<file path="src/rtl/hazard_ctrl_if.sv">
// Hazard controller signal bundle: pipeline-stage register ids and enables in, stall/flush/forward controls out.
// The pipeline side uses the master modport and hazard_ctrl uses the slave modport.
interface hazard_ctrl_if #(
    parameter int CNT_WIDTH = 16
);
    logic [4:0]           Rs1D, Rs2D;
    logic [4:0]           Rs1E, Rs2E, RdE;
    logic [6:0]           opcodeE;
    logic [4:0]           RdM, RdW;
    logic                 RegWriteM, RegWriteW;
    logic                 PCSrcE;
    logic                 MdStartE;
    logic                 CntClr;
    logic                 StallF, StallD, StallE;
    logic                 FlushD, FlushE;
    logic [1:0]           ForwardAE, ForwardBE;
    logic                 MdDoneE;
    logic [CNT_WIDTH-1:0] StallCnt, FlushCnt;

    modport master (
        output Rs1D, Rs2D, Rs1E, Rs2E, RdE, opcodeE, RdM, RdW,
               RegWriteM, RegWriteW, PCSrcE, MdStartE, CntClr,
        input  StallF, StallD, StallE, FlushD, FlushE,
               ForwardAE, ForwardBE, MdDoneE, StallCnt, FlushCnt
    );

    modport slave (
        input  Rs1D, Rs2D, Rs1E, Rs2E, RdE, opcodeE, RdM, RdW,
               RegWriteM, RegWriteW, PCSrcE, MdStartE, CntClr,
        output StallF, StallD, StallE, FlushD, FlushE,
               ForwardAE, ForwardBE, MdDoneE, StallCnt, FlushCnt
    );
endinterface

</file>
<file path="src/rtl/hazard_ctrl.sv">
// Pipeline hazard controller: forwarding selects, load-use/branch/mul-div stalls and flushes (combinational),
// registered perf counters (+1 cycle). It consumes no backpressure; its stalls are the pipeline's backpressure.
module hazard_ctrl #(
    parameter int DATA_WIDTH = 32,
    parameter int MD_LATENCY = 4,
    parameter int CNT_WIDTH  = 16
) (
    input  logic         clk,
    input  logic         rst_n,
    hazard_ctrl_if.slave hz
);
    localparam logic [0:0]           S_IDLE      = 1'b0;
    localparam logic [0:0]           S_BUSY      = 1'b1;
    localparam logic [3:0]           MD_CNT_INIT = 4'(MD_LATENCY - 2);
    localparam logic [6:0]           OP_LOAD     = 7'b0000011;
    localparam logic [CNT_WIDTH-1:0] CNT_MAX     = '1;

    if (DATA_WIDTH < 1 || MD_LATENCY < 2 || MD_LATENCY > 16) begin : g_bad_params
        $error("hazard_ctrl: illegal DATA_WIDTH or MD_LATENCY");
    end

    logic [0:0]           state;
    logic [3:0]           cnt;
    logic                 md_stall;
    logic                 lw_stall;
    logic                 br_flush;
    logic [CNT_WIDTH-1:0] stall_cnt;
    logic [CNT_WIDTH-1:0] flush_cnt;

    // Memory stage wins over writeback; x0 is hardwired zero and never forwards.
    function automatic logic [1:0] fwd_sel(input logic [4:0] rs,
                                           input logic       reg_write_m, input logic [4:0] rd_m,
                                           input logic       reg_write_w, input logic [4:0] rd_w);
        if (reg_write_m && rd_m != 5'd0 && rd_m == rs)
            return 2'b10;
        else if (reg_write_w && rd_w != 5'd0 && rd_w == rs)
            return 2'b01;
        return 2'b00;
    endfunction

    always_comb begin
        hz.ForwardAE = fwd_sel(hz.Rs1E, hz.RegWriteM, hz.RdM, hz.RegWriteW, hz.RdW);
        hz.ForwardBE = fwd_sel(hz.Rs2E, hz.RegWriteM, hz.RdM, hz.RegWriteW, hz.RdW);
    end

    always_comb begin
        lw_stall   = (hz.opcodeE == OP_LOAD) && (hz.RdE != 5'd0) &&
                     ((hz.RdE == hz.Rs1D) || (hz.RdE == hz.Rs2D));
        md_stall   = ((state == S_IDLE) && hz.MdStartE) || ((state == S_BUSY) && (cnt != 4'd0));
        hz.MdDoneE = (state == S_BUSY) && (cnt == 4'd0);
        br_flush   = !md_stall && hz.PCSrcE;
    end

    always_comb begin
        hz.StallF = 1'b0;
        hz.StallD = 1'b0;
        hz.StallE = 1'b0;
        hz.FlushD = 1'b0;
        hz.FlushE = 1'b0;
        if (md_stall) begin
            hz.StallF = 1'b1;
            hz.StallD = 1'b1;
            hz.StallE = 1'b1;
        end else if (hz.PCSrcE) begin
            hz.FlushD = 1'b1;
            hz.FlushE = 1'b1;
        end else if (lw_stall) begin
            // Hold F/D and bubble E so the load result can reach the consumer.
            hz.StallF = 1'b1;
            hz.StallD = 1'b1;
            hz.FlushE = 1'b1;
        end
    end

    // The start cycle counts as the first stall cycle, hence the load of MD_LATENCY-2.
    always_ff @(posedge clk or negedge rst_n) begin
        if (!rst_n) begin
            state <= S_IDLE;
            cnt   <= 4'd0;
        end else begin
            case (state)
                S_IDLE: begin
                    if (hz.MdStartE) begin
                        state <= S_BUSY;
                        cnt   <= MD_CNT_INIT;
                    end
                end
                default: begin
                    if (cnt != 4'd0)
                        cnt <= cnt - 4'd1;
                    else
                        state <= S_IDLE;
                end
            endcase
        end
    end

    always_ff @(posedge clk or negedge rst_n) begin
        if (!rst_n) begin
            stall_cnt <= '0;
            flush_cnt <= '0;
        end else if (hz.CntClr) begin
            stall_cnt <= '0;
            flush_cnt <= '0;
        end else begin
            if (hz.StallD && stall_cnt != CNT_MAX)
                stall_cnt <= stall_cnt + CNT_WIDTH'(1);
            if (br_flush && flush_cnt != CNT_MAX)
                flush_cnt <= flush_cnt + CNT_WIDTH'(1);
        end
    end

    assign hz.StallCnt = stall_cnt;
    assign hz.FlushCnt = flush_cnt;
endmodule

</file>
<file path="src/flat_wrapper.sv">
// flat-port wrapper written by rule: the top's interface ports become plain ports
module hazard_ctrl_flat 
#(
    parameter int DATA_WIDTH = 32,
    parameter int MD_LATENCY = 4,
    parameter int CNT_WIDTH  = 16
)
  (clk, rst_n, hz_Rs1D, hz_Rs2D, hz_Rs1E, hz_Rs2E, hz_RdE, hz_opcodeE, hz_RdM, hz_RdW, hz_RegWriteM, hz_RegWriteW, hz_PCSrcE, hz_MdStartE, hz_CntClr, hz_StallF, hz_StallD, hz_StallE, hz_FlushD, hz_FlushE, hz_ForwardAE, hz_ForwardBE, hz_MdDoneE, hz_StallCnt, hz_FlushCnt);
  hazard_ctrl_if #(.CNT_WIDTH(CNT_WIDTH)) hz_i ();
  input  logic clk;
  input  logic rst_n;
  input wire logic [$bits(hz_i.Rs1D)-1:0] hz_Rs1D;
  input wire logic [$bits(hz_i.Rs2D)-1:0] hz_Rs2D;
  input wire logic [$bits(hz_i.Rs1E)-1:0] hz_Rs1E;
  input wire logic [$bits(hz_i.Rs2E)-1:0] hz_Rs2E;
  input wire logic [$bits(hz_i.RdE)-1:0] hz_RdE;
  input wire logic [$bits(hz_i.opcodeE)-1:0] hz_opcodeE;
  input wire logic [$bits(hz_i.RdM)-1:0] hz_RdM;
  input wire logic [$bits(hz_i.RdW)-1:0] hz_RdW;
  input wire logic [$bits(hz_i.RegWriteM)-1:0] hz_RegWriteM;
  input wire logic [$bits(hz_i.RegWriteW)-1:0] hz_RegWriteW;
  input wire logic [$bits(hz_i.PCSrcE)-1:0] hz_PCSrcE;
  input wire logic [$bits(hz_i.MdStartE)-1:0] hz_MdStartE;
  input wire logic [$bits(hz_i.CntClr)-1:0] hz_CntClr;
  output wire logic [$bits(hz_i.StallF)-1:0] hz_StallF;
  output wire logic [$bits(hz_i.StallD)-1:0] hz_StallD;
  output wire logic [$bits(hz_i.StallE)-1:0] hz_StallE;
  output wire logic [$bits(hz_i.FlushD)-1:0] hz_FlushD;
  output wire logic [$bits(hz_i.FlushE)-1:0] hz_FlushE;
  output wire logic [$bits(hz_i.ForwardAE)-1:0] hz_ForwardAE;
  output wire logic [$bits(hz_i.ForwardBE)-1:0] hz_ForwardBE;
  output wire logic [$bits(hz_i.MdDoneE)-1:0] hz_MdDoneE;
  output wire logic [$bits(hz_i.StallCnt)-1:0] hz_StallCnt;
  output wire logic [$bits(hz_i.FlushCnt)-1:0] hz_FlushCnt;
  assign hz_i.Rs1D = hz_Rs1D;
  assign hz_i.Rs2D = hz_Rs2D;
  assign hz_i.Rs1E = hz_Rs1E;
  assign hz_i.Rs2E = hz_Rs2E;
  assign hz_i.RdE = hz_RdE;
  assign hz_i.opcodeE = hz_opcodeE;
  assign hz_i.RdM = hz_RdM;
  assign hz_i.RdW = hz_RdW;
  assign hz_i.RegWriteM = hz_RegWriteM;
  assign hz_i.RegWriteW = hz_RegWriteW;
  assign hz_i.PCSrcE = hz_PCSrcE;
  assign hz_i.MdStartE = hz_MdStartE;
  assign hz_i.CntClr = hz_CntClr;
  assign hz_StallF = hz_i.StallF;
  assign hz_StallD = hz_i.StallD;
  assign hz_StallE = hz_i.StallE;
  assign hz_FlushD = hz_i.FlushD;
  assign hz_FlushE = hz_i.FlushE;
  assign hz_ForwardAE = hz_i.ForwardAE;
  assign hz_ForwardBE = hz_i.ForwardBE;
  assign hz_MdDoneE = hz_i.MdDoneE;
  assign hz_StallCnt = hz_i.StallCnt;
  assign hz_FlushCnt = hz_i.FlushCnt;
  hazard_ctrl #(.DATA_WIDTH(DATA_WIDTH), .MD_LATENCY(MD_LATENCY), .CNT_WIDTH(CNT_WIDTH)) u_core (.clk(clk), .rst_n(rst_n), .hz(hz_i));
endmodule
</file>
<file path="config.mk">
export PLATFORM = sky130hd
export DESIGN_NAME = hazard_ctrl_flat
export DESIGN_NICKNAME = d
export VERILOG_FILES = /design/src/rtl/hazard_ctrl_if.sv /design/src/rtl/hazard_ctrl.sv /design/src/flat_wrapper.sv
export SDC_FILE = /design/constraint.sdc
export NUM_CORES = 1
export LEC_CHECK = 0
export ABC_AREA = 1
export BUFFER_PORTS_ARGS = -buffer_cell sky130_fd_sc_hd__buf_2
export CORE_MARGIN = 2
export CORE_UTILIZATION = 45
export DETAILED_ROUTE_END_ITERATION = 8
export PLACE_DENSITY = 0.83
export SLEW_MARGIN = 20
export SYNTH_ARGS = -nofsm -noshare
export SYNTH_HDL_FRONTEND = slang
export SYNTH_SLANG_ARGS = --single-unit
</file>
<file path="constraint.sdc">
create_clock -name clk -period 2.2 [get_ports clk]
set_input_delay 0.11 -clock clk [delete_from_list [all_inputs] [get_ports clk]]
set_output_delay 0.11 -clock clk [all_outputs]
set_load 0.02 [all_outputs]
</file>
; ---- Word-level counts from Yosys, hierarchy flattened
; Cells that the tools add are included.
[op_classes]
add_sub_neg = 3
n_eq_ne = 10
mux = 28
bitwise = 1
n_reduce_logical = 26
[op_table]
columns = op, n
row1 = 2-to-1 mux 16 bit, 4
row2 = adder 16 x 1 -> 16 bit (second input constant), 2
row3 = != test 16 bit (second input constant), 2
row4 = == test 5 bit, 6
row5 = 2-to-1 mux 1 bit, 15
row6 = nonzero test 5 bit, 3
row7 = logical AND 1 bit, 14
row8 = 2-to-1 mux 2 bit, 6
row9 = 2-to-1 mux 4 bit, 3
row10 = == test 7 x 2 -> 1 bit (second input constant), 1
row11 = nonzero test 2 bit, 3
row12 = zero test 4 bit, 1
row13 = nonzero test 4 bit, 1
row14 = subtractor 4 x 1 -> 4 bit (second input constant), 1
row15 = logical OR 1 bit, 2
row16 = != test 2 bit (second input constant), 1
row17 = AND reduction 2 bit, 1
row18 = zero test 1 bit, 1
row19 = inverter 1 bit, 1
[word_totals]
register_bits = 37
inputBits = 49
out_inout_bits = 42
elab_cells = 72

; ---- Depth between registers and ports, before layout
[depth]
depth_word = 9
mapped_depth = 12
mapped_depth_nobuf = 11

; ---- Least setup slack after synthesis
; No wires, ideal clock.
[synth_path]
kind = register to register
from = register u_core.stall_cnt[1] (netlist: u_core.hz.StallCnt[1])
to = register u_core.stall_cnt[4] (netlist: u_core.hz.StallCnt[4])
setup_ns = 0.119
t_arrival_ns = 1.701
required_time_ns = 2.081
path_slack_ns = 0.380
path_stages_with_launch = 12
path_buffers = 1
synth_period_minus_slack_ns = 1.820
path_cell_list = dfrtp_1 -> ha_1 -> nand3_2 -> nor2_4 -> nand2_2 -> nor2_4 -> nand2_2 -> nor2_4 -> nand2_4 -> buf_2 -> nand4_1 -> nand2_1
[synth_via]
elab_chain_cells = 3
word_cells_on_any_way = 6
cone_classes = 1 x add/sub / 1 x eq/ne / 2 x mux / 2 x reduce/logical
[synth_lines]
columns = element, line_no
row1 = from (decl), hazard_ctrl.sv:27  ; logic [CNT_WIDTH-1:0] stall_cnt;
row2 = from (signal assigned), hazard_ctrl.sv:107  ; stall_cnt <= stall_cnt + CNT_WIDTH'(1);
row3 = adder 16 x 1 -> 16 bit or != test 16 bit (tied branches), "hazard_ctrl.sv:107, hazard_ctrl.sv:106"
row4 = 2-to-1 mux 16 bit or logical AND 1 bit (tied branches), hazard_ctrl.sv:106  ; if (hz.StallD && stall_cnt != CNT_MAX)
row5 = 2-to-1 mux 16 bit or nonzero test 2 bit (tied branches), -
; Several ways; a longest one is shown, not always the timed one. The select of a mux whose other input is x is not followed.
; A chain may end at the register's enable or synchronous reset.

; ---- Final worst setup path
[layout_path]
from = register u_core.cnt[0]
to = register u_core.flush_cnt[14] (netlist: u_core.hz.FlushCnt[14])
[layout_via]
elab_chain_cells = 7
[layout_lines]
columns = element, line_no
row1 = from (decl), hazard_ctrl.sv:23  ; logic [3:0] cnt;
row2 = from (signal assigned), hazard_ctrl.sv:90  ; cnt <= cnt - 4'd1;
row3 = nonzero test 4 bit, hazard_ctrl.sv:49  ; md_stall = ((state == S_IDLE) && hz.MdStartE) || ((state == S_BUSY) && (cnt != 4'd0));
row4 = logical AND 1 bit, hazard_ctrl.sv:49
row5 = logical OR 1 bit, hazard_ctrl.sv:49
row6 = zero test 1 bit, hazard_ctrl.sv:51  ; br_flush = !md_stall && hz.PCSrcE;
row7 = logical AND 1 bit, hazard_ctrl.sv:51
row8 = logical AND 1 bit, hazard_ctrl.sv:108  ; if (br_flush && flush_cnt != CNT_MAX)
row9 = nonzero test 2 bit (no line), -
row10 = to (signal assigned), hazard_ctrl.sv:109  ; flush_cnt <= flush_cnt + CNT_WIDTH'(1);
row11 = to (decl), hazard_ctrl.sv:28  ; logic [CNT_WIDTH-1:0] flush_cnt;
; No other way between the ends.

==> impl_table.tex <==
\begin{tabular}{lr}
\hline
Metric & Value \\
\hline
\multicolumn{2}{l}{\textbf{STA}} \\
RSZ-0062 raised after global routing & no \\
Fin Clk Skew & 0.00752 ns \\
Number of pins exceeding their max-slew limit in the final report & 0 \\
Final Cycle Share & 89.3\% \\
Worst slew pin tran & 0.847 ns \\
Count of final hold-check violations & 0 \\
Max frequency & 0.509 GHz \\
Final critical path time including I/O delays and setup & 1.96 ns \\
Worst slew margin relative to its limit & 43.6\% \\
Final setup violation count & 0 \\
Summed negative setup slack over all endpoints & 0 ns \\
\multicolumn{2}{l}{\textbf{Routing}} \\
Post-DR vias/cell & 5.16 \\
Iteration-0 DRC count of the detailed router & 208 \\
Average detailed-routed wire length per instance & 12.3 um \\
DR vias & 2895 \\
Number of nets with antenna violations after detailed routing & 0 \\
Number of detailed-route iterations in the first pass & 4 \\
Routed wire length & 6890 um \\
Number of remaining DRC errors & 0 \\
\multicolumn{2}{l}{\textbf{GRT}} \\
Initial antenna violation count & 0 \\
Total grt overflow & 0 \\
Largest net degree at the start of global routing & 44 \\
GRT Overall Usage & 20.8\% \\
Vias in the first global route & 2790 \\
First-pass GRT wire length & 12300 um \\
\multicolumn{2}{l}{\textbf{Worst setup path}} \\
CP Capture Point & u\_core.hz.FlushCnt[14]\$\_DFFE\_PN0P\_ \\
Critical path arrival & 2.14 ns \\
Worst reg-to-reg setup slack & 0.24 ns \\
Worst reg2reg path endpoint & u\_core.hz.FlushCnt[14]\$\_DFFE\_PN0P\_ \\
Number of cells on the worst reg-to-reg path & 11 \\
Critical path fanouts, max & 13 \\
Worst reg2reg startpoint & u\_core.cnt[0]\$\_DFFE\_PN0P\_ \\
Worst setup SP type & flop \\
Data required time at the worst endpoint & 2.38 ns \\
Worst setup path startpoint & u\_core.cnt[0]\$\_DFFE\_PN0P\_ \\
Endpoint kind of the worst setup timing path & flop \\
Critical path class & flop to flop \\
\multicolumn{2}{l}{\textbf{Synth}} \\
Number of flops mapped to enable cells by yosys & 0 \\
Sequential element share of the synthesized area & 32.8\% \\
Synth warn & 0 \\
Average cell area after synthesis & 7.18 um2 \\
Synth unique cells & 33 \\
Netlist area before placement & 2820 um2 \\
Synth Net Count & 445 \\
Number of register bits inferred by synthesis & 37 \\
Async set-or-reset flop fraction in the synthesized netlist & 100\% \\
Most frequently used flop master after synthesis & dfrtp\_1 \\
Cells after synthesis & 393 \\
\multicolumn{2}{l}{\textbf{Floorplanning}} \\
Core box area & 5990 um2 \\
Boundary Pins & 91 \\
Starting Density & 47.1\% \\
Die area & 6920 um2 \\
Height of the die & 83.2 um \\
DIE WIDTH & 83.2 um \\
Std-Cell Rows & 28 \\
\multicolumn{2}{l}{\textbf{Clock network}} \\
TritonCTS clock tree & built \\
Clock edge transition at the registers on the reported setup and hold paths & 0.08 ns \\
Level count of the clock H-tree & 2 \\
Clock insertion delay at the later pin of the skew report & 0.29 ns \\
Number of sinks handled by clock tree synthesis & 37 \\
TritonCTS buffer count & 5 \\
Clock root buffer & clkbuf\_8 \\
Number of buffers between clock root and the deepest sink & 2 \\
\multicolumn{2}{l}{\textbf{Cells and area}} \\
Flip-flop and latch area & 926 um2 \\
Count of fill cells added during filler insertion & 565 \\
Area growth, synth to finish & 22.9\% \\
Share of layout cells above drive strength 1 & 26.5\% \\
Antenna diodes & 0 \\
Final Net Count & 537 \\
Number of standard cells in the layout, taps in and fillers out & 561 \\
Combined area of the multi-input logic cells & 1610 um2 \\
\multicolumn{2}{l}{\textbf{Power and ir drop}} \\
VDD IR-drop max & 0.000672 V \\
Power density normalized to cell area & 643 nW/um2 \\
Leakage power figure & 0.00191 uW \\
Total power of the final layout & 2230 uW \\
\multicolumn{2}{l}{\textbf{Run status}} \\
Status & complete, no violations \\
\multicolumn{2}{l}{\textbf{Place}} \\
Number of port buffers & 90 \\
Global placement routability congestion & 0.940 \\
Count of placed standard cells including taps & 551 \\
Dpl hpwl & 5290 um \\
\multicolumn{2}{l}{\textbf{Flow run}} \\
Count of max-cap constraint violations & 0 \\
\multicolumn{2}{l}{\textbf{Hold path}} \\
Worst min-delay path class & input port to flop \\
\hline
\end{tabular}
-- final cells by class --
| class | instances | area share [%] |
|---|---|---|
| well taps | 75 | 2.70 |
| inverters | 62 | 6.71 |
| clock inverters | 2 | 1.08 |
| clock buffers | 6 | 2.38 |
| repair buffers | 94 | 13.9 |
| flip-flops and latches | 37 | 26.7 |
| multi-input cells | 285 | 46.5 |
-- what timing repair did --
| item | CTS | global route |
|---|---|---|
| setup endpoints to repair | 0 | 10 |
| endpoints found under the hold margin | 37 | 0 |
| hold buffers | 1 | 0 |
| gates resized for setup | 0 | 2 |
| buffers inserted | 0 | 1 |
-- how the worst min path moves through the flow --
stage | start | end | slack, ns | cells past startpoint
after detailed placement | rst_n | u_core.hz.StallCnt[11]$_DFFE_PN0P_ | 0.26 | 1
after global routing | hz_CntClr | u_core.hz.FlushCnt[0]$_DFFE_PN0P_ | 0.14 | 2
final | hz_CntClr | u_core.hz.FlushCnt[0]$_DFFE_PN0P_ | 0.11 | 2
after CTS | hz_CntClr | u_core.hz.FlushCnt[0]$_DFFE_PN0P_ | 0.11 | 2
after floorplan | rst_n | u_core.cnt[0]$_DFFE_PN0P_ | -0.19 | 0
after global placement | rst_n | u_core.hz.StallCnt[11]$_DFFE_PN0P_ | 0.26 | 1
-- critical path, cell delays in order (launching register included) --
cell	delay, ns
dfrtp_1	0.37
inv_1	0.11
ha_1	0.21
nand4_1	0.18
o21ai_4	0.16
nand2_2	0.09
inv_2	0.08
nand2_2	0.16
inv_2	0.22
nor2_4	0.07
inv_2	0.11
o21ai_1	0.08
-- flip-flops by register name (all words and copies together), names as in the netlist --
register,flops
u_core.hz.FlushCnt,16
u_core.hz.StallCnt,16
u_core.cnt,4
u_core.state,1
-- logic make-up (layout without fill, tap and decap cells) --
family          Yosys count  in the layout  share of synthesized area, %
buf+inv                  71            164                          10.5
xor+xnor                 38             38                          11.8
compound gates           24             24                          4.96
simple gates            220            220                          38.7
flops                    37             37                          32.8
fa+ha+maj                 3              3                          1.33
-- cells in the mapped netlist, types with 2 or more instances --
master | number | area share (%)
a31oi_1 | 2 | 0.44
buf_2 | 4 | 0.71
buf_4 | 2 | 0.53
clkbuf_1 | 2 | 0.27
dfrtp_1 | 37 | 33
ha_1 | 3 | 1.3
inv_1 | 54 | 7.2
inv_2 | 7 | 0.93
nand2_1 | 81 | 11
nand2_2 | 5 | 1.1
nand3_1 | 38 | 6.7
nand3_2 | 6 | 2.1
nand4_1 | 28 | 6.2
nor2_1 | 28 | 3.7
nor2_2 | 2 | 0.44
nor2_4 | 4 | 1.6
nor3_1 | 22 | 3.9
o21ai_0 | 7 | 1.2
o21ai_1 | 8 | 1.4
o31ai_1 | 4 | 1.1
xnor2_1 | 15 | 4.7
xor2_1 | 23 | 7.1
-- metrics by stage --
step	area [um2]	utilization [%]	setup WS, ns	hold WS [ns]
floorplan	2820	-	0.380	-0.186
global placement	3320	55.4	0.353	0.261
detailed placement	3320	55.4	0.217	0.258
CTS	3450	57.6	0.119	0.110
global route	3470	57.9	0.0810	0.145
finish	3470	57.9	0.235	0.109
-- cell usage in the layout (no fill, tap or decap), drive strengths merged, types with 4 or more instances in the layout --
cell / count
buf: 93
o31ai: 4
inv: 61
dfrtp: 37
xor2: 23
nor3: 22
clkbuf: 6
nand4: 28
nand2: 88
nand3: 44
nor2: 34
o21ai: 16
xnor2: 15
-- layer usage --
layer	share of wire (%)	track usage (%)
met2	48	34.5
met4	2.0	7.75
met3	5.0	3.08
met1	45	27.5
met5	0	0
-- where the power goes --
group / leakage (uW) / switching, uW / total, uW / internal, uW
Combinational: 0.00135 / 518 / 776 / 258
Sequential: 0.000501 / 70.8 / 827 / 757
Clock: 0.0000574 / 260 / 629 / 369
No activity file was read; power rests on OpenSTA's default activity.
